## config.mk

```make
export PLATFORM = sky130hd
export DESIGN_NAME = spi_sram_word_if
export DESIGN_NICKNAME = d
export VERILOG_FILES = /design/src/rtl/spi_sram_word_if.sv
export SDC_FILE = /design/constraint.sdc
export NUM_CORES = 1
export LEC_CHECK = 0
export ABC_AREA = 1
export CORE_ASPECT_RATIO = 0.5
export CORE_MARGIN = 8
export CORE_UTILIZATION = 50
export CTS_BUF_LIST = sky130_fd_sc_hd__clkbuf_4 sky130_fd_sc_hd__clkbuf_8
export DETAILED_ROUTE_END_ITERATION = 6
export PLACE_DENSITY = 0.74
export REMOVE_ABC_BUFFERS = 1
export SLEW_MARGIN = 20
export SYNTH_ARGS = -nofsm -noshare
export SYNTH_HDL_FRONTEND = slang
export SYNTH_SLANG_ARGS = --single-unit
```

## constraint.sdc

```tcl
create_clock -name clk -period 5.09 [get_ports clk]
set_clock_uncertainty 0.1 [all_clocks]
set_input_delay 1.018 -clock clk [delete_from_list [all_inputs] [get_ports clk]]
set_output_delay 1.018 -clock clk [all_outputs]
set_load 0.02 [all_outputs]
```

## src/rtl/spi_sram_word_if.sv

```systemverilog
// spi_sram_word_if: CPU word read/write requests executed as SPI mode-0 frames to a 23LC-style serial SRAM.
// Optional SPI_SRAM_INIT_EN: after reset, send WRMR (0x01 0x40) before accepting requests.
module spi_sram_word_if #(
   parameter int ADDR_BITS  = 16,
   parameter int DATA_BYTES = 2,
   parameter int CLK_DIV    = 1
) (
   input  logic                    clk,
   input  logic                    rst,
   input  logic [ADDR_BITS-1:0]    addr_in,
   input  logic [8*DATA_BYTES-1:0] data_in,
   input  logic                    start_read,
   input  logic                    start_write,
   output logic [8*DATA_BYTES-1:0] data_out,
   output logic                    busy,
   output logic                    spi_select,
   output logic                    spi_clk_out,
   output logic                    spi_mosi,
   input  logic                    spi_miso
);
   localparam int DW    = 8 * DATA_BYTES;
   localparam int NBITS = 8 + ADDR_BITS + DW;
   localparam int BW    = $clog2(NBITS);
   localparam int CW    = (CLK_DIV > 1) ? $clog2(CLK_DIV) : 1;

   typedef enum logic [1:0] {IDLE, SHIFT, DONE} state_t;

   state_t            state, state_n;
   logic              init_pend, go, tick, is_rd;
   logic [NBITS-1:0]  frame, load;
   logic [DW-1:0]     rx;
   logic [CW-1:0]     div_cnt;
   logic [BW-1:0]     bit_cnt, last_bit;

`ifdef SPI_SRAM_INIT_EN
   always_ff @(posedge clk or posedge rst)
      if (rst) init_pend <= 1'b1;
      else if (state == IDLE) init_pend <= 1'b0;
`else
   assign init_pend = 1'b0;
`endif

   assign go   = init_pend | start_read | start_write;
   assign tick = div_cnt == CW'(CLK_DIV - 1);
   // init frame is left-aligned so it shifts out through the same MSB as a normal frame
   assign load = init_pend ? {16'h0140, {(NBITS-16){1'b0}}}
                           : {start_write ? 8'h02 : 8'h03, addr_in, start_write ? data_in : {DW{1'b0}}};

   always_ff @(posedge clk or posedge rst)
      if (rst) state <= IDLE;
      else state <= state_n;

   always_comb begin
      state_n = state;
      case (state)
         IDLE:    state_n = go ? SHIFT : IDLE;
         SHIFT:   state_n = (tick && spi_clk_out && bit_cnt == last_bit) ? DONE : SHIFT;
         DONE:    state_n = IDLE;
         default: state_n = IDLE;
      endcase
   end

   always_ff @(posedge clk or posedge rst)
      if (rst) begin
         spi_select  <= 1'b1;
         spi_clk_out <= 1'b0;
         spi_mosi    <= 1'b0;
         busy        <= 1'b0;
         data_out    <= '0;
         frame       <= '0;
         rx          <= '0;
         div_cnt     <= '0;
         bit_cnt     <= '0;
         last_bit    <= '0;
         is_rd       <= 1'b0;
      end else begin
         case (state)
            IDLE: if (go) begin
               busy        <= 1'b1;
               spi_select  <= 1'b0;
               spi_clk_out <= 1'b0;
               frame       <= load;
               spi_mosi    <= load[NBITS-1];
               div_cnt     <= '0;
               bit_cnt     <= '0;
               last_bit    <= init_pend ? BW'(15) : BW'(NBITS - 1);
               is_rd       <= ~init_pend & ~start_write & start_read;
            end
            SHIFT: if (!tick) div_cnt <= div_cnt + CW'(1);
            else begin
               div_cnt <= '0;
               if (!spi_clk_out) begin
                  spi_clk_out <= 1'b1;
                  rx          <= {rx[DW-2:0], spi_miso};
               end else begin
                  spi_clk_out <= 1'b0;
                  if (bit_cnt != last_bit) begin
                     frame    <= {frame[NBITS-2:0], 1'b0};
                     spi_mosi <= frame[NBITS-2];
                     bit_cnt  <= bit_cnt + BW'(1);
                  end
               end
            end
            DONE: begin
               spi_select <= 1'b1;
               spi_mosi   <= 1'b0;
               busy       <= 1'b0;
               if (is_rd) data_out <= rx;
            end
            default: ;
         endcase
      end
endmodule

```

### Word-level counts from Yosys, hierarchy flattened

Index checks and enable logic that the tools add are counted.

| operators by class | value |
|---|---|
| $add $sub $neg | 2 |
| multiplexer cells | 29 |
| equality and inequality tests | 8 |
| reductions and logical operators | 14 |
| bitwise gates (word level) | 5 |

Operator list:

| cell | count |
|---|---|
| 2-to-1 mux 39 bit | 4 |
| one-hot mux 39 bit (2 select lines) | 1 |
| 2-to-1 mux 6 bit | 4 |
| 2-to-1 mux 16 bit | 1 |
| one-hot mux 6 bit (2 select lines) | 1 |
| 2-to-1 mux 1 bit | 11 |
| AND reduction 5 bit | 2 |
| != test 2 bit, second input constant | 4 |
| one-hot mux 1 bit (2 select lines) | 4 |
| AND reduction 2 bit | 4 |
| adder 6 x 1 -> 6 bit, second input constant | 1 |
| == test 6 bit | 1 |
| != test 6 bit | 1 |
| AND reduction 3 bit | 2 |
| one-hot mux 2 bit (2 select lines) | 1 |
| nonzero test 2 bit | 2 |
| NOT 1 bit | 3 |
| one-hot mux 1 bit (3 select lines) | 1 |
| nonzero test 3 bit | 1 |
| == test 2 x 1 -> 1 bit, second input constant | 1 |
| == test 2 bit, second input constant | 1 |
| logical AND 1 bit | 2 |
| zero test 2 bit | 1 |
| 2-to-1 mux 2 bit | 1 |
| other kinds (3) | 3 |

| storage, ports and cells | value |
|---|---|
| logic and storage cells | 70 |
| register bits after elaboration | 86 |

### Depth between registers and ports, before layout

Gate-level depths: netlist (run 1).

| logic depth | value |
|---|---|
| word-level depth | 5 |
| mapped depth | 10 |

### Worst setup path before layout (run 1)

OpenSTA, ideal clock, no wires.

| timing path | value |
|---|---|
| path kind | input to register |
| start | in start_write |
| end | reg frame[38] |
| stages | 8 |
| path slack | 3.014 ns |
| data arrival time | 1.860 ns |
| setup time | 0.116 ns |
| buffers on the path | 3 |
| path through | buf_4 > nor2_1 > nor2_1 > inv_2 > buf_2 > buf_6 > nand3_2 > nand2_1 |

| between the ends | value |
|---|---|
| word-level cells in the longest chain between the ends | 3 |

RTL lines:

| what | RTL line | text |
|---|---|---|
| from (decl) | 13 | `input logic start_write,` |
| bitwise OR 1 bit | 43 | `assign go = init_pend \| start_read \| start_write;` |
| != test 2 bit (no line) | n/a |  |
| AND reduction 5 bit (no line) | n/a |  |
| to (signal assigned) | 82 | `frame <= load;` |
| to (signal assigned) | 98 | `frame <= {frame[NBITS-2:0], 1'b0};` |
| to (decl) | 30 | `logic [NBITS-1:0] frame, load;` |

Every way passes these cells.
A chain may end at the register's enable or synchronous reset.

### Worst setup path in the final report (run 1)

| timing path | value |
|---|---|
| start | in start_write |
| end | reg frame[18] |

The elaborated chain is that of the path after synthesis.

==> impl_table.tex, run 1 <==
\begin{tabular}{lr}
\hline
Metric & Value \\
\hline
\multicolumn{2}{l}{\textbf{Timing}} \\
\quad Hold slack & around 0.39 ns \\
\quad Relative max-transition margin & 39.8\% \\
\quad Max-slew violation count & 0 \\
\quad Final Critical Period & around 2.8 ns \\
\quad Total negative setup slack & 0 ns \\
\quad Final cycle utilization of the critical path & approximately 55\% \\
\quad Pin slew with the least headroom to its limit & 0.900 ns \\
\quad Number of hold-slack violations in the final timing report & 0 \\
\quad Max Clock Freq & 356 MHz \\
\quad Final Setup Violations & 0 \\
\quad Setup repair after global routing missed its margin & false \\
\multicolumn{2}{l}{\textbf{Synthesis}} \\
\quad Register bit count reported by yosys & 85 \\
\quad Top flip-flop cell by instance count after synthesis & dfrtp\_1 \\
\quad Cell taking the most area after synthesis & dfrtp\_1 \\
\quad Async SR Flop Fraction & 100\% \\
\quad Sequential element share of the synthesized area & 51.4\% \\
\quad Synth warnings & 0 \\
\quad Post-Synthesis Mean Instance Area & 8.25 um2 \\
\quad Count of unique library cells instantiated by Yosys & 26 \\
\quad Count of flip-flops with a built-in enable after synthesis & 0 \\
\quad Leading post-synthesis cells by cell area & dfrtp\_1 51\%, nand2\_1 20\%, nand3\_2 7.5\% \\
\quad Area fraction of the dominant cell type after synthesis & 50.8\% \\
\quad Mapped Cells & 502 \\
\quad Area of the mapped netlist & 4140 um2 \\
\multicolumn{2}{l}{\textbf{Power and ir drop}} \\
\quad Combinational power share & 4.5\% \\
\quad Power density relative to cell area & 252 nW/um2 \\
\quad Post-layout power & 0.00123 W \\
\quad Share of total power in the clock network & 39.5\% \\
\quad Switching share of power & 21.6\% \\
\quad Switching power total & 0.000265 W \\
\quad Reg power frac & 56.0\% \\
\quad LEAKAGE & 2.44 nW \\
\quad Internal portion of total power & 0.000961 W \\
\quad IR drop worst, VDD & 0.177 mV \\
\multicolumn{2}{l}{\textbf{Min path}} \\
\quad Min-Delay Path Depth & 2 \\
\quad Min-Delay Path Class & reg -> reg \\
\quad Hold path startpoint & data\_out[3] \\
\quad Worst-case hold path end point & data\_out[3] \\
\multicolumn{2}{l}{\textbf{Drt}} \\
\quad Via count normalized by instance count & 4.77 \\
\quad WL per Instance & 12.8 um \\
\quad Overall via count from detail\_route & 3136 \\
\quad DR iter-0 viols & 270 \\
\quad Total Wirelength & between 8000 and 9000 um \\
\quad Routed Antenna Nets & 0 \\
\quad Detailed-router iteration count before antenna repair & 5 \\
\quad DRC & 0 \\
\multicolumn{2}{l}{\textbf{Run status}} \\
\quad Outcome & completed \\
\multicolumn{2}{l}{\textbf{GRT}} \\
\quad Global-route wire length before repair & 14200 um \\
\quad Via count of the first global-routing pass & between 3000 and 4000 \\
\quad Overflow left after global routing & 0 \\
\quad Pin count of the biggest net entering global routing & 62 \\
\quad Gr usage total & between 10\% and 20\% \\
\quad Initial antenna violation count & 0 \\
\multicolumn{2}{l}{\textbf{Clock tree}} \\
\quad Buffer cell driving the clock tree root & clkbuf\_8 \\
\quad Clock network latency to the later pin of the worst-skew pair & 0.36 ns \\
\quad Number of levels the H-tree was split into & 3 \\
\quad Maximum clock path buffer count & 2 \\
\quad Post\_cts resized & 0 \\
\quad Clock input transition at the sequential cells of the worst setup and hold paths & 0.08 ns \\
\quad CTS tree & built \\
\quad Clock buffers created by TritonCTS & 9 \\
\quad Post-CTS Setup Repair Bufs & 0 \\
\quad \# clock sinks & 85 \\
\quad CTS Hold Bufs & 0 \\
\multicolumn{2}{l}{\textbf{Die}} \\
\quad Core box area & 8030 um2 \\
\quad Starting Density & 51.6\% \\
\quad Die W & 145 um \\
\quad I/O pin total & 57 \\
\quad Y dimension of the die & 80.4 um \\
\quad Total Die Area & 11600 um2 \\
\quad Placement row count & 23 \\
\multicolumn{2}{l}{\textbf{Critical path}} \\
\quad Start of the worst register-to-register path & state[0] \\
\quad Reg-to-reg slack, setup & 2.54 ns \\
\quad CP top delay family & buffers and inverters \\
\quad Cell chain of the critical path & clkdlybuf4s50\_1 -> nor2\_1 -> nor2\_1 -> inv\_2 -> buf\_4 -> nand3\_1 -> nand2\_1 \\
\quad Count of buffering cells on the critical path with inverters included & 3 \\
\quad CP required & 5.28 ns \\
\quad CP Class & in -> reg \\
\quad Crit path max fanout & 49 \\
\quad Cell mode on critical path & nor2\_1 \\
\quad Critical Path Slowest Stage Cell & clkdlybuf4s50\_1 \\
\quad Startpoint types & input port \\
\quad Worst stage delay on the critical path & 0.73 ns \\
\quad Crit. End Element & flop \\
\quad Worst reg-to-reg path cell count & 8 \\
\quad Critical register-to-register path endpoint & frame[31] \\
\quad Worst endpoint data arrival time & 3.00 ns \\
\multicolumn{2}{l}{\textbf{Finish}} \\
\quad Count of antenna diodes in the layout & 0 \\
\quad Fin area & 4860 um2 \\
\quad Final cell count without fillers & 658 \\
\quad P\&R area growth vs syn & 17.4\% \\
\quad Final net count & between 500 and 600 \\
\quad Ratio of cells with drive above 1 in the final layout & 11.5\% \\
\multicolumn{2}{l}{\textbf{Placed design}} \\
\quad Dpl cell area & 4660 um2 \\
\quad Port Buffers & 56 \\
\quad Routability-driven placement congestion ratio & roughly 0.75 \\
\quad Half-perimeter wire length of the detailed placement result & 5270 um \\
\quad Total placed cells including tap cells & 642 \\
\multicolumn{2}{l}{\textbf{Run}} \\
\quad Number of max-cap violations & 0 \\
\hline
\end{tabular}
==> registers in the layout (all words and copies together), names as in the netlist, 2 cells and up <==
| name | count |
|---|---|
| data_out | 16 |
| frame | 39 |
| state | 2 |
| bit_cnt | 6 |
| rx | 16 |
==> layout by cell type (no fill, tap or decap), types with 10 or more instances in the layout <==
master           Yosys  routed
inv_1               28      27
nand3_2             31      31
clkdlybuf4s50_1      0      56
dfrtp_1             84      84
nand3_1             20      20
o21ai_0             48      48
nor2_1              23      23
nand2_1            217     217
clkbuf_8             0      10
==> logic make-up (layout without fill, tap and decap cells) <==
logic type / count (synthesis) / in the layout / synth area share [%]
AND/OR/NAND/NOR: 298 / 298 / 33.2
flip-flops: 85 / 85 / 51.4
buffers and inverters: 62 / 106 / 7.79
AO/OA/AOI/OAI: 52 / 52 / 6.43
XOR/XNOR: 3 / 3 / 0.635
adder cells (fa/ha/maj): 1 / 1 / 0.302
multiplexers: 1 / 1 / 0.272
==> worst max-delay path by stage <==
stage,from,endpoint,slack (ns),cells after the start
detailed placement,start_write,frame[10],1.92,7
global placement,start_write,frame[25],1.99,7
global route,start_write,frame[11],2.09,7
finish,start_write,frame[18],2.28,7
floorplan,rst,bit_cnt[0],1.78,1
CTS,start_write,frame[11],2.31,7
==> worst register-to-register path, delay by kind of cell (launching register included) <==
kind,cells,cell delay [ns]
AND/OR/NAND/NOR,6,1.43
buffers and inverters,2,0.51
flip-flops,1,0.41
==> cell usage after synthesis, types with 2 or more instances <==
library cell  count
a31oi_1           2
xor2_1            2
buf_2            11
o21ai_0          48
clkbuf_1         14
nand3_2          31
inv_1            28
nor2_4            2
nor2_1           23
buf_12            4
nand2_1         217
dfrtp_1          84
inv_2             3
nand2_4           2
nand3_1          20
==> layer usage <==
| metal | part of all wire (%) | GRT usage (%) | vias to the layer above |
|---|---|---|---|
| met4 | 1.1 | 4.94 | 0 |
| met3 | 3.9 | 4.73 | 6 |
| met2 | 48 | 24.7 | 47 |
| met1 | 47 | 20.0 | 1443 |
| li1 | - | - | 1640 |
| met5 | 0 | 0 | - |
==> power groups by stage <==
stage	combinational, W	clock [W]	sequential (W)
6_report	0.0000557	0.000484	0.000686
3_3_place_gp	0.0000564	0	0.000699
3_5_place_dp	0.0000570	0	0.000699
4_1_cts	0.0000574	0.000500	0.000686
5_1_grt	0.0000635	0.000525	0.000687
2_1_floorplan	0.0000188	0	0.000699
==> layout make-up <==
cell class,instances,area (um2)
clock buffers,12,153
fillers,724,3170
multi-input cells,355,1690
clock inverters,4,47.5
repair buffers,59,583
flip-flops and latches,85,2130
well taps,112,140
inverters,31,119
==> through the flow <==
step / util, % / setup WS (ns)
final: 60.5 / 2.28
after global routing: 60.5 / 2.09
after CTS: 60.5 / 2.31
after detailed placement: 58.0 / 1.92
after global placement: 58.0 / 1.99
after floorplan: - / 1.78
Note: power is estimated with default switching activity, not from simulation.
==> inputs of run 2 (changes only) <==
PLACE_DENSITY = 0.77   (was 0.74)
clock period = 2.45 ns   (was 5.09 ns; I/O delays follow)
==> run 2 against run 1 <==
Sequential share of layout area decreased by 0.55 points. Final area increased by 1.3%. Cell count increased by 1.2%. Wire length increased by 4.4%. Clock-buffer cell count decreased by 3. Clock power increased by 100%. Worst setup slack got worse by 1.9 ns. Utilization increased by 0.76 points. Critical path type is now reg -> out. Critical endpoint is now spi_select. Largest power group unchanged.
==> impl_table.tex, run 2 (same netlist as run 1, synthesis figures left out) <==
\begin{tabular}{lr}
\hline
Metric & Value \\
\hline
\multicolumn{2}{l}{\textbf{Die}} \\
\quad Y dimension of the die & 80.4 um (unchanged) \\
\quad Die W & 145 um (unchanged) \\
\quad Total Die Area & 11600 um2 (unchanged) \\
\quad I/O pin total & 57 (unchanged) \\
\quad Placement row count & 23 (unchanged) \\
\quad Starting Density & 51.6\% (unchanged) \\
\quad Core box area & 8030 um2 (unchanged) \\
\multicolumn{2}{l}{\textbf{Critical path}} \\
\quad Worst endpoint data arrival time & 1.49 ns (was 3.00 ns) \\
\quad CP top delay family & buffers and inverters (unchanged) \\
\quad CP required & 1.86 ns (was 5.28 ns) \\
\quad Crit. End Element & output pin (was flop) \\
\quad Worst stage delay on the critical path & 0.60 ns (was 0.73 ns) \\
\quad Critical Path Slowest Stage Cell & clkdlybuf4s50\_1 (unchanged) \\
\quad Crit path max fanout & 2 (was 49) \\
\quad Cell chain of the critical path & clkdlybuf4s50\_1 (was clkdlybuf4s50\_1 -> nor2\_1 -> nor2\_1 -> inv\_2 -> buf\_4 -> nand3\_1 -> nand2\_1) \\
\quad CP Class & reg -> out (was in -> reg) \\
\quad Startpoint types & flop (was input port) \\
\quad Count of buffering cells on the critical path with inverters included & 1 (was 3) \\
\multicolumn{2}{l}{\textbf{Finish}} \\
\quad Final cell count without fillers & 666 (was 658) \\
\quad Count of antenna diodes in the layout & 0 (unchanged) \\
\quad Fin util & 61.3\% (was 60.5\%) \\
\quad Number of flip-flops under the largest register name & 39 (unchanged) \\
\quad Multi-input logic area & 1690 um2 (unchanged) \\
\quad Ratio of cells with drive above 1 in the final layout & 12.8\% (was 11.5\%) \\
\quad Area taken by flip-flops and latches & 2130 um2 (unchanged) \\
\quad Final net count & 587 (was 579) \\
\quad Fin area & 4920 um2 (was 4860 um2) \\
\quad Commonest non-fill, non-tap cell in the layout & nand2\_1 (unchanged) \\
\quad P\&R area growth vs syn & 18.9\% (was 17.4\%) \\
\quad Leading cell types in the layout, fill and taps excluded & 217 x nand2\_1, 84 x dfrtp\_1, 56 x clkdlybuf4s50\_1 (unchanged) \\
\quad Registers with the most flip-flops & frame x39, data\_out x16, rx x16 (unchanged) \\
\quad Fill count & 705 (was 724) \\
\quad Register with the most flip-flops & frame (unchanged) \\
\multicolumn{2}{l}{\textbf{Drt}} \\
\quad Topmost layer with routed signal wires & met4 (unchanged) \\
\quad Routed met3 length & 379 um (was 325 um) \\
\quad Total length of routed met2 wires & 4210 um (was 4040 um) \\
\quad WL per Instance & 13.2 um (was 12.8 um) \\
\quad Overall via count from detail\_route & 3224 (was 3136) \\
\quad DR iter-0 viols & 180 (was 270) \\
\quad Total Wirelength & 8810 um (was 8440 um) \\
\quad Detailed-router iteration count before antenna repair & 4 (was 5) \\
\quad DRC & 0 (unchanged) \\
\quad Routed Antenna Nets & 0 (unchanged) \\
\quad Via count normalized by instance count & 4.84 (was 4.77) \\
\quad Met1 layer wirelength in the final routing & 4120 um (was 3980 um) \\
\multicolumn{2}{l}{\textbf{GRT}} \\
\quad Via count of the first global-routing pass & 3161 (was 3003) \\
\quad Pin count of the biggest net entering global routing & 53 (was 62) \\
\quad Initial antenna violation count & 0 (unchanged) \\
\quad Global-route wire length before repair & 14900 um (was 14200 um) \\
\quad Gr usage total & 16.1\% (was 15.5\%) \\
\quad Overflow left after global routing & 0 (unchanged) \\
\multicolumn{2}{l}{\textbf{Timing}} \\
\quad Max Clock Freq & 481 MHz \\
\quad Relative max-transition margin & 67.6\% (was 39.8\%) \\
\quad Final cycle utilization of the critical path & 84.9\% \\
\quad Number of hold-slack violations in the final timing report & 0 (unchanged) \\
\quad Final Critical Period & 2.08 ns \\
\quad Max-slew violation count & 0 (unchanged) \\
\quad Pin slew with the least headroom to its limit & 0.485 ns (was 0.900 ns) \\
\quad Min setup slack post-route & 0.369 ns (was 2.28 ns) \\
\quad Final Setup Violations & 0 (unchanged) \\
\quad Setup repair after global routing missed its margin & false (unchanged) \\
\multicolumn{2}{l}{\textbf{Power and ir drop}} \\
\quad IR drop worst, VDD & 0.330 mV (was 0.177 mV) \\
\quad LEAKAGE & 2.48 nW (was 2.44 nW) \\
\quad Post-layout power & 0.00252 W (was 0.00123 W) \\
\quad Power density relative to cell area & 513 nW/um2 (was 252 nW/um2) \\
\multicolumn{2}{l}{\textbf{Clock tree}} \\
\quad Post-CTS Setup Repair Bufs & 0 (unchanged) \\
\quad CTS Hold Bufs & 0 (unchanged) \\
\quad Clock input transition at the sequential cells of the worst setup and hold paths & 0.08 ns (about the same) \\
\quad \# clock sinks & 85 (unchanged) \\
\quad Number of levels the H-tree was split into & 3 (unchanged) \\
\quad Clock buffers created by TritonCTS & 9 (unchanged) \\
\quad Maximum clock path buffer count & 2 (unchanged) \\
\quad CTS tree & built (unchanged) \\
\quad Buffer cell driving the clock tree root & clkbuf\_8 (unchanged) \\
\quad Clock network latency to the later pin of the worst-skew pair & 0.36 ns (about the same) \\
\quad Post\_cts resized & 0 (unchanged) \\
\multicolumn{2}{l}{\textbf{Placed design}} \\
\quad Routability-driven placement congestion ratio & 0.754 (was 0.750) \\
\quad Worst slack at placement & 0.331 ns (was 1.92 ns) \\
\quad Port Buffers & 56 (unchanged) \\
\quad Total placed cells including tap cells & 650 (was 642) \\
\quad Half-perimeter wire length of the detailed placement result & 5740 um (was 5270 um) \\
\quad Dpl cell area & 4730 um2 (was 4660 um2) \\
\multicolumn{2}{l}{\textbf{Run status}} \\
\quad Outcome & completed (unchanged) \\
\multicolumn{2}{l}{\textbf{Min path}} \\
\quad Min-Delay Path Class & in -> async (was reg -> reg) \\
\multicolumn{2}{l}{\textbf{Run}} \\
\quad Number of max-cap violations & 0 (unchanged) \\
\hline
\end{tabular}
==> run 2: cell types whose count changed in the layout (fill, tap and decap cells not counted), sizes merged <==
cell / delta
buf: +8
clkbuf: -3
clkinv: +4
inv: -1
==> run 2: final timing paths <==
path,start,to,slack [ns],cells past startpoint
max,spi_select,spi_select,0.37,1
min,rst,data_out[14],0.33,2
max reg2reg,bit_cnt[2],frame[12],0.51,7
min reg2reg,busy,busy,0.38,2
max in group asynchronous,rst,spi_select,1.33,3
min in group clk,busy,busy,0.38,2
==> run 2: report_power, final <==
part	internal (W)	switching, W
combinational	0.0000668	0.0000565
sequential	0.00142	0.00000794
clock	0.000465	0.000511
total	0.00195	0.000575
==> run 2: per-layer routing <==
layer,GRT usage [%],vias to the layer above
met5,0,-
met4,4.94,0
met3,4.61,10
met2,26.6,52
met1,20.2,1504
li1,-,1658
==> run 2: area by class of cell <==
cell class | instances | area share (%)
Clock inverter | 7 | 1.35
Timing Repair Buffer | 67 | 13.3
Multi-Input combinational cell | 355 | 34.3
Clock buffer | 9 | 2.52
Inverter | 31 | 2.39
Tap cell | 112 | 2.85
Sequential cell | 85 | 43.2
==> run 2: stage by stage <==
| step | hold WS [ns] | TNS, ns |
|---|---|---|
| after floorplan | 0.346 | -30.23 |
| after global placement | 0.358 | 0 |
| after detailed placement | 0.361 | 0 |
| after CTS | 0.327 | 0 |
| after global routing | 0.373 | 0 |
| final | 0.330 | 0 |
==> inputs of run 3 (changes only) <==
PLACE_DENSITY = 0.74   (was 0.77)
clock period = 2 ns   (was 2.45 ns; I/O delays follow)
==> run 3 against run 2 <==
Clock-buffer cell count is 2 higher. Global-route usage hardly changed. Die area unchanged. Clock power grew 24%. Total power rose by 23%. First-iteration DRC count is 22% lower. Via count rose by 0.12%. Sequential cell count stayed put. Worst setup slack got worse by 0.22 ns. Register-to-register slack got worse by 0.28 ns. Non-clock buffer count rose by 5. Sequential power rose by 23%. Critical endpoint is now data_out[7]. Largest power group unchanged. Highest routed layer unchanged.
==> impl_table.tex, run 3 (same netlist as run 1, synthesis figures left out) <==
\begin{tabular}{lr}
\hline
Metric & Value \\
\hline
\multicolumn{2}{l}{\textbf{Finish}} \\
\quad Number of flip-flops under the largest register name & 39 (unchanged) \\
\quad Count of antenna diodes in the layout & 0 (unchanged) \\
\quad P\&R area growth vs syn & 20.8\% (was 18.9\%) \\
\quad Ratio of cells with drive above 1 in the final layout & 13.6\% (was 12.8\%) \\
\quad Final cell count without fillers & 671 (was 666) \\
\quad Registers with the most flip-flops & frame x39, data\_out x16, rx x16 (unchanged) \\
\quad Fin area & 5000 um2 (was 4920 um2) \\
\quad Final net count & 592 (was 587) \\
\quad Leading cell types in the layout, fill and taps excluded & 217 x nand2\_1, 84 x dfrtp\_1, 55 x clkdlybuf4s50\_1 (was 217 x nand2\_1, 84 x dfrtp\_1, 56 x clkdlybuf4s50\_1) \\
\quad Register with the most flip-flops & frame (unchanged) \\
\quad Commonest non-fill, non-tap cell in the layout & nand2\_1 (unchanged) \\
\multicolumn{2}{l}{\textbf{Critical path}} \\
\quad CP required & 1.50 ns (was 1.86 ns) \\
\quad Count of buffering cells on the critical path with inverters included & 1 (unchanged) \\
\quad Reg-to-reg slack, setup & 0.23 ns (was 0.51 ns) \\
\quad Crit. End Element & output pin (unchanged) \\
\quad Start of the worst register-to-register path & bit\_cnt[0] (was bit\_cnt[2]) \\
\quad Startpoint types & flop (unchanged) \\
\quad Critical register-to-register path endpoint & frame[38] (was frame[12]) \\
\quad Critical Path Slowest Stage Cell & clkdlybuf4s50\_1 (unchanged) \\
\quad Cell chain of the critical path & clkdlybuf4s50\_1 (unchanged) \\
\quad CP Class & reg -> out (unchanged) \\
\quad Worst reg-to-reg path cell count & 8 (was 7) \\
\quad CP top delay family & buffers and inverters (unchanged) \\
\quad Worst stage delay on the critical path & 0.62 ns (was 0.60 ns) \\
\quad Crit path max fanout & 2 (unchanged) \\
\quad Worst endpoint data arrival time & 1.35 ns (was 1.49 ns) \\
\multicolumn{2}{l}{\textbf{Timing}} \\
\quad Final Critical Period & 1.85 ns \\
\quad Final Setup Violations & 0 (unchanged) \\
\quad Max-slew violation count & 0 (unchanged) \\
\quad Final cycle utilization of the critical path & 92.7\% \\
\quad Pin slew with the least headroom to its limit & 0.383 ns (was 0.485 ns) \\
\quad Max Clock Freq & around 540 MHz \\
\quad Number of hold-slack violations in the final timing report & 0 (unchanged) \\
\quad Setup repair after global routing missed its margin & false (unchanged) \\
\quad Relative max-transition margin & 74.4\% (was 67.6\%) \\
\quad Total negative setup slack & 0 ns (unchanged) \\
\multicolumn{2}{l}{\textbf{Clock tree}} \\
\quad CTS Hold Bufs & 0 (unchanged) \\
\quad Post-CTS Setup Repair Bufs & 0 (unchanged) \\
\quad Clock input transition at the sequential cells of the worst setup and hold paths & 0.08 ns (about the same) \\
\quad Number of levels the H-tree was split into & 3 (unchanged) \\
\quad Maximum clock path buffer count & 2 (unchanged) \\
\quad Clock network latency to the later pin of the worst-skew pair & 0.37 ns (was 0.36 ns) \\
\quad \# clock sinks & 85 (unchanged) \\
\quad CTS tree & built (unchanged) \\
\quad Buffer cell driving the clock tree root & clkbuf\_8 (unchanged) \\
\quad Post\_cts resized & 1 (was 0) \\
\quad Clock buffers created by TritonCTS & 9 (unchanged) \\
\multicolumn{2}{l}{\textbf{Die}} \\
\quad Y dimension of the die & 80.4 um (unchanged) \\
\quad Placement row count & 23 (unchanged) \\
\quad Starting Density & 51.6\% (unchanged) \\
\quad Core box area & 8030 um2 (unchanged) \\
\quad Die W & 145 um (unchanged) \\
\quad Total Die Area & 11600 um2 (unchanged) \\
\quad I/O pin total & 57 (unchanged) \\
\multicolumn{2}{l}{\textbf{Drt}} \\
\quad Overall via count from detail\_route & 3228 (was 3224) \\
\quad WL per Instance & 12.8 um (was 13.2 um) \\
\quad Routed Antenna Nets & 0 (unchanged) \\
\quad DRC & 0 (unchanged) \\
\quad DR iter-0 viols & 141 (was 180) \\
\quad Total Wirelength & 8610 um (was 8810 um) \\
\quad Via count normalized by instance count & 4.81 (was 4.84) \\
\quad Detailed-router iteration count before antenna repair & 4 (unchanged) \\
\multicolumn{2}{l}{\textbf{Run}} \\
\quad Number of max-cap violations & 0 (unchanged) \\
\multicolumn{2}{l}{\textbf{Placed design}} \\
\quad Dpl cell area & 4810 um2 (was 4730 um2) \\
\quad Half-perimeter wire length of the detailed placement result & 5820 um (was 5740 um) \\
\quad Port Buffers & 56 (unchanged) \\
\quad Total placed cells including tap cells & 655 (was 650) \\
\quad Routability-driven placement congestion ratio & 0.752 (was 0.754) \\
\multicolumn{2}{l}{\textbf{GRT}} \\
\quad Via count of the first global-routing pass & 3224 (was 3161) \\
\quad Gr usage total & 16.1\% (about the same) \\
\quad Global-route wire length before repair & 14800 um (was 14900 um) \\
\quad Overflow left after global routing & 0 (unchanged) \\
\quad Initial antenna violation count & 0 (unchanged) \\
\quad Pin count of the biggest net entering global routing & 35 (was 53) \\
\multicolumn{2}{l}{\textbf{Power and ir drop}} \\
\quad LEAKAGE & 2.52 nW (was 2.48 nW) \\
\quad Post-layout power & 0.00311 W (was 0.00252 W) \\
\quad Power density relative to cell area & 622 nW/um2 (was 513 nW/um2) \\
\quad IR drop worst, VDD & 0.421 mV (was 0.330 mV) \\
\multicolumn{2}{l}{\textbf{Min path}} \\
\quad Min-Delay Path Class & in -> async (unchanged) \\
\multicolumn{2}{l}{\textbf{Run status}} \\
\quad Outcome & completed (unchanged) \\
\hline
\end{tabular}
run 3: area by class of cell:
class / instances / area, um2
clock inverters: 5 / 50.0
repair buffers: 72 / 729
clock buffers: 11 / 145
flip-flops and latches: 85 / 2130
multi-input cells: 355 / 1690
well taps: 112 / 140
fillers: 695 / 3030
inverters: 31 / 118
run 3: through the flow:
step,utilization [%],setup slack (ns),hold slack (ns)
after detailed placement,59.9,0.159,0.372
after global placement,59.9,0.186,0.366
after global routing,62.3,0.0829,0.247
after CTS,62.3,0.117,0.222
final,62.3,0.145,0.229
after floorplan,-,-0.692,0.346
run 3: metal layers:
layer  global-route usage [%]  up-vias  share of wire (%)
met5                        0        -                  0
met4                     6.69        0                1.7
met3                     4.44       14                3.9
met2                     26.5       49                 47
met1                     19.7     1494                 47
li1                         -     1671                  -
run 3: worst max path at each step:
stage / startpoint / cells past startpoint / to / slack (ns)
floorplan: rst / 1 / bit_cnt[0] / -0.69
global placement: start_write / 7 / frame[10] / 0.19
detailed placement: start_read / 7 / frame[19] / 0.16
CTS: data_out[7] / 1 / data_out[7] / 0.12
global route: data_out[7] / 1 / data_out[7] / 0.08
finish: data_out[7] / 1 / data_out[7] / 0.15
run 3: worst register-to-register path: stages, from the launching register on:
cell,delay [ns]
dfrtp_1,0.47
nand2_2,0.09
o21ai_2,0.16
nand3_2,0.15
nand2_4,0.27
nand2_4,0.09
buf_12,0.18
nand2_1,0.10
nand2_1,0.05
run 3: where the power goes:
group | internal [W] | switching, W
Clock | 0.000617 | 0.000598
Sequential | 0.00174 | 0.00000937
Combinational | 0.0000841 | 0.0000678
